### src/rtl/program_loader.sv
// Boot-time loader: turns a byte stream (16-bit big-endian word count header followed by
// big-endian instruction words) into program-memory writes, then releases the core.
module program_loader #(
  parameter int unsigned MEMORY_DEPTH = 32
) (
  input  logic        clk,
  input  logic        reset,
  input  logic [7:0]  byte_i,
  input  logic        byte_valid_i,
  output logic        byte_ready_o,
  output logic        imem_we_o,
  output logic [31:0] imem_addr_o,
  output logic [31:0] imem_wdata_o,
  output logic [15:0] word_count_o,
  output logic        load_done_o,
  output logic        error_o,
  output logic        cpu_run_o
);

  typedef enum logic [2:0] {
    StHdrHi,
    StHdrLo,
    StData,
    StWrite,
    StDone,
    StError
  } state_e;

  localparam logic [16:0] MaxWords = 17'(MEMORY_DEPTH);

  state_e      state_q, state_d;
  logic [15:0] n_q;
  logic [23:0] shift_q;
  logic [1:0]  byte_idx_q;
  logic [15:0] word_count_q;
  logic [31:0] addr_q;
  logic [31:0] wdata_q;
  logic        accept;
  logic [15:0] n_hdr;
  logic [15:0] count_inc;

  assign accept    = byte_valid_i && byte_ready_o;
  assign n_hdr     = {n_q[15:8], byte_i};
  assign count_inc = word_count_q + 16'd1;

  always_ff @(posedge clk or negedge reset) begin
    if (!reset) begin
      state_q <= StHdrHi;
    end else begin
      state_q <= state_d;
    end
  end

  always_comb begin
    state_d = state_q;
    case (state_q)
      StHdrHi: begin
        if (accept) state_d = StHdrLo;
      end
      StHdrLo: begin
        if (accept) begin
          if (n_hdr == 16'd0) begin
            state_d = StDone;
          end else if ({1'b0, n_hdr} > MaxWords) begin
            state_d = StError;
          end else begin
            state_d = StData;
          end
        end
      end
      StData: begin
        if (accept && byte_idx_q == 2'd3) state_d = StWrite;
      end
      StWrite: begin
        state_d = (count_inc == n_q) ? StDone : StData;
      end
      default: state_d = state_q;
    endcase
  end

  // Strobes decode straight from state so reset drops them without waiting for a clock.
  always_comb begin
    byte_ready_o = 1'b0;
    imem_we_o    = 1'b0;
    load_done_o  = 1'b0;
    error_o      = 1'b0;
    cpu_run_o    = 1'b0;
    case (state_q)
      StHdrHi, StHdrLo, StData: byte_ready_o = 1'b1;
      StWrite:                  imem_we_o    = 1'b1;
      StDone: begin
        load_done_o = 1'b1;
        cpu_run_o   = 1'b1;
      end
      StError:                  error_o      = 1'b1;
      default: ;
    endcase
  end

  always_ff @(posedge clk or negedge reset) begin
    if (!reset) begin
      n_q          <= '0;
      shift_q      <= '0;
      byte_idx_q   <= '0;
      word_count_q <= '0;
      addr_q       <= '0;
      wdata_q      <= '0;
    end else begin
      case (state_q)
        StHdrHi: begin
          if (accept) n_q[15:8] <= byte_i;
        end
        StHdrLo: begin
          if (accept) begin
            n_q[7:0]     <= byte_i;
            byte_idx_q   <= '0;
            word_count_q <= '0;
          end
        end
        StData: begin
          if (accept) begin
            byte_idx_q <= byte_idx_q + 2'd1;
            if (byte_idx_q == 2'd3) begin
              // Latch the finished word and its address; they hold until the next word completes.
              wdata_q <= {shift_q, byte_i};
              addr_q  <= {14'd0, word_count_q, 2'b00};
            end else begin
              shift_q <= {shift_q[15:0], byte_i};
            end
          end
        end
        StWrite: word_count_q <= count_inc;
        default: ;
      endcase
    end
  end

  assign imem_addr_o  = addr_q;
  assign imem_wdata_o = wdata_q;
  assign word_count_o = word_count_q;

endmodule

### config.mk
export PLATFORM = sky130hd
export DESIGN_NAME = program_loader
export DESIGN_NICKNAME = d
export VERILOG_FILES = /design/src/rtl/program_loader.sv
export SDC_FILE = /design/constraint.sdc
export NUM_CORES = 1
export LEC_CHECK = 0
export BUFFER_PORTS_ARGS = -buffer_cell sky130_fd_sc_hd__buf_2
export CAP_MARGIN = 15
export CELL_PAD_IN_SITES_DETAIL_PLACEMENT = 0
export CELL_PAD_IN_SITES_GLOBAL_PLACEMENT = 1
export CORE_UTILIZATION = 44
export DETAILED_ROUTE_END_ITERATION = 8
export GPL_ROUTABILITY_DRIVEN = 0
export PLACE_DENSITY = 0.84
export SYNTH_ARGS = -nofsm -noshare
export SYNTH_HDL_FRONTEND = slang
export SYNTH_SLANG_ARGS = --single-unit
### constraint.sdc
create_clock -name clk -period 3.05 [get_ports clk]
set_input_delay 0.305 -clock clk [delete_from_list [all_inputs] [get_ports clk]]
set_output_delay 0.305 -clock clk [all_outputs]
set_load 0.02 [all_outputs]
==> flow_summary.ini <==
[critical_path]
cp-end-kind = output port
r2r_setup_slack_ns = 0.51
crit_required_ns = 2.74
crit_slowest_cell = dfrtp_1
rr_worst_depth = 7
rr_endpoint = state_q[2]$_DFFE_PN0P_
rr_startpoint = word_count_o[0]$_DFFE_PN0P_
max_stage_delay_ns = 0.55
startpoint = state_q[0]$_DFFE_PN0P_
cp.arrival_ns = 2.33
cp_cell_sequence = nor2b_1 > nand2_1 > buf_4 > inv_1 > buf_2
crit_type = flip-flop to output port
critPathLaunchType = flip-flop
crit_fanout = 20

[clock_network]
post_cts_buffers = 0
tritoncts.num_buffers = 9
ctsResizeCount = 0
cts_tree = done
clk_latency_ns = 0.36
cts_num_sinks = 109
path_clk_slew_ns = 0.07
cts_root_buf = clkbuf_16
htreeDepth = 3
cts_buffer_depth = 2
holdBufCountCts = 0

[global_route]
use_met3 = 0.0466
overflow = 0
grtUsageMet2 = 0.273
antenna_found_initial = 0
grt_max_degree = 59
grt_pass1_wl_um = 16800
grt_busiest_layer = met2
grt.total_usage = 0.186
grt_use_met1 = 0.267
grt_pass1_vias = 3158

[timing]
worstMarginPinSlew_ns = 1.15
tns_ns = 0
final_max_slew_viol_count = 0
finalCriticalPeriod_ns = 2.64
max_slew_margin = 0.231
period_share = 0.865
fin_worst_skew_ns = 0.0119
fin_hold_ws_ns = -0.0275
setup_violations = 0
fmax_mhz = 379
hold_viol = 17
rsz0062_at_grt = no

[power]
p_sw_mw = 0.871
p_comb_frac = 0.105
power_density_nw_per_um2 = 532
ir_drop_uv = 370
p_sw_frac = 0.280
leakagePower_nw = 2.93
p_seq_frac = 0.520
pwr-share-clk = 0.375
power_mw = 3.11
p_int_mw = 2.24

[drt]
remaining_drc_errors = 0
ant_nets = 0
wirelength_um = 10500
first_pass_iters = 4
routedWlPerCell_um = 16.6
vias = 3455
via_per_inst = 5.46
drt_iter0_drc = 165

[logic_synthesis]
synth_seq_cells = 109
async_reset_ff_frac = 1.00
yosysMostFrequentCell = dfrtp_1
synth_edf_count = 0
yosysTopAreaCell = dfrtp_1
synth_commonest_cells = dfrtp_1, mux2_2, o21ai_0
synthFlopType = dfrtp_1
synthTopCellsByArea = dfrtp_1, mux2_2, o21ai_0, buf_4, xnor2_1
yosysUniqueCellTypes = 55
synth-seq-area-share = 0.539
synthCells = 416
ys_warn_count = 0
synth_top_cell_area_share = 0.539
syn_area_um2 = 5060
avgSynthCellArea_um2 = 12.2

[final_layout]
area_growth_pct = 15.5
final_layout_size_suffix_gt1_frac = 0.404
fillCellCount = 981
diodes = 0
final_net_count = 501

[floorplanning]
coreArea_um2 = 11000
die-area_um2 = 11900
io_pins = 96
rows = 38
die_w_um = 109
die_y_um = 109
initial_core_util = 0.459

[run_status]
violations = negative hold slack
status = finished, violations left

[flow_run]
max_cap_viol_count = 0

[hold_path]
hold_class = input port to async pin

[place]
hpwl_um = 7440
io_buffers = 79
layout by cell type, fill, tap and decap left out, types with 6 or more instances in the layout:
master,instances
a21oi_1,9
buf_2,78
clkbuf_16,9
conb_1,16
dfrtp_1,109
mux2_2,89
nand2_1,21
nand3_1,8
nand4_1,6
nor2_1,18
nor4_1,6
o21ai_0,27
xnor2_1,12
critical path, delay by kind of cell (launching register included):
family        cells  cell delay [ns]
flops             1             0.55
simple gates      2             0.55
buf+inv           3             0.87
stage by stage:
stage	utilization	cell area, um2	setup WS [ns]	std cells
6_report	0.530	5850	0.411	633
5_1_grt	0.530	5850	0.258	633
4_1_cts	0.530	5850	0.477	633
3_5_place_dp	0.503	5550	0.573	617
3_3_place_gp	0.503	5550	0.651	617
2_1_floorplan	-	5120	0.633	431
routing by layer:
metal,wire length [um],up-vias
met5,0,-
met4,120,0
met3,589,11
met2,4920,96
met1,4900,1729
li1,-,1619
registers in the layout, summed over array words and instances (netlist names):
register / flops
imem_wdata_o: 32
shift_q: 24
imem_addr_o: 16
n_q: 16
word_count_o: 16
state_q: 3
byte_idx_q: 2
how the worst max path moves through the flow:
| stage | depth (start not counted) | endpoint | slack, ns |
|---|---|---|---|
| 2_1_floorplan | 7 | state_q[2]$_DFFE_PN0P_ | 0.63 |
| 3_5_place_dp | 7 | state_q[2]$_DFFE_PN0P_ | 0.57 |
| 3_3_place_gp | 7 | state_q[2]$_DFFE_PN0P_ | 0.65 |
| 6_report | 5 | imem_we_o | 0.41 |
| 4_1_cts | 5 | imem_we_o | 0.48 |
| 5_1_grt | 5 | imem_we_o | 0.26 |
cell families after synthesis:
logic type	Yosys count	share of synthesized area
other cells	1	0.000741
buf+inv	40	0.0442
simple gates	96	0.107
xor+xnor	17	0.0294
flops	109	0.539
fa+ha+maj	2	0.00494
mux	90	0.200
compound gates	61	0.0754
area by class of cell:
| cell class | count | area, um2 | share of cell area |
|---|---|---|---|
| sequential | 109 | 2730 | 0.466 |
| tap | 140 | 175 | 0.0299 |
| clock inverter | 6 | 65.1 | 0.0111 |
| inverter | 2 | 7.51 | 0.00128 |
| timing repair buffer | 84 | 460 | 0.0787 |
| multi-input combinational | 282 | 2180 | 0.372 |
| clock buffer | 10 | 239 | 0.0408 |
power groups by stage:
stage	combinational, mW	clock, mW	sequential, mW
floorplan	0.238	0	1.62
global placement	0.322	0	1.64
detailed placement	0.329	0	1.65
CTS	0.331	1.19	1.62
global route	0.363	1.26	1.63
finish	0.327	1.17	1.62
Power figures use the tool's default switching activity.
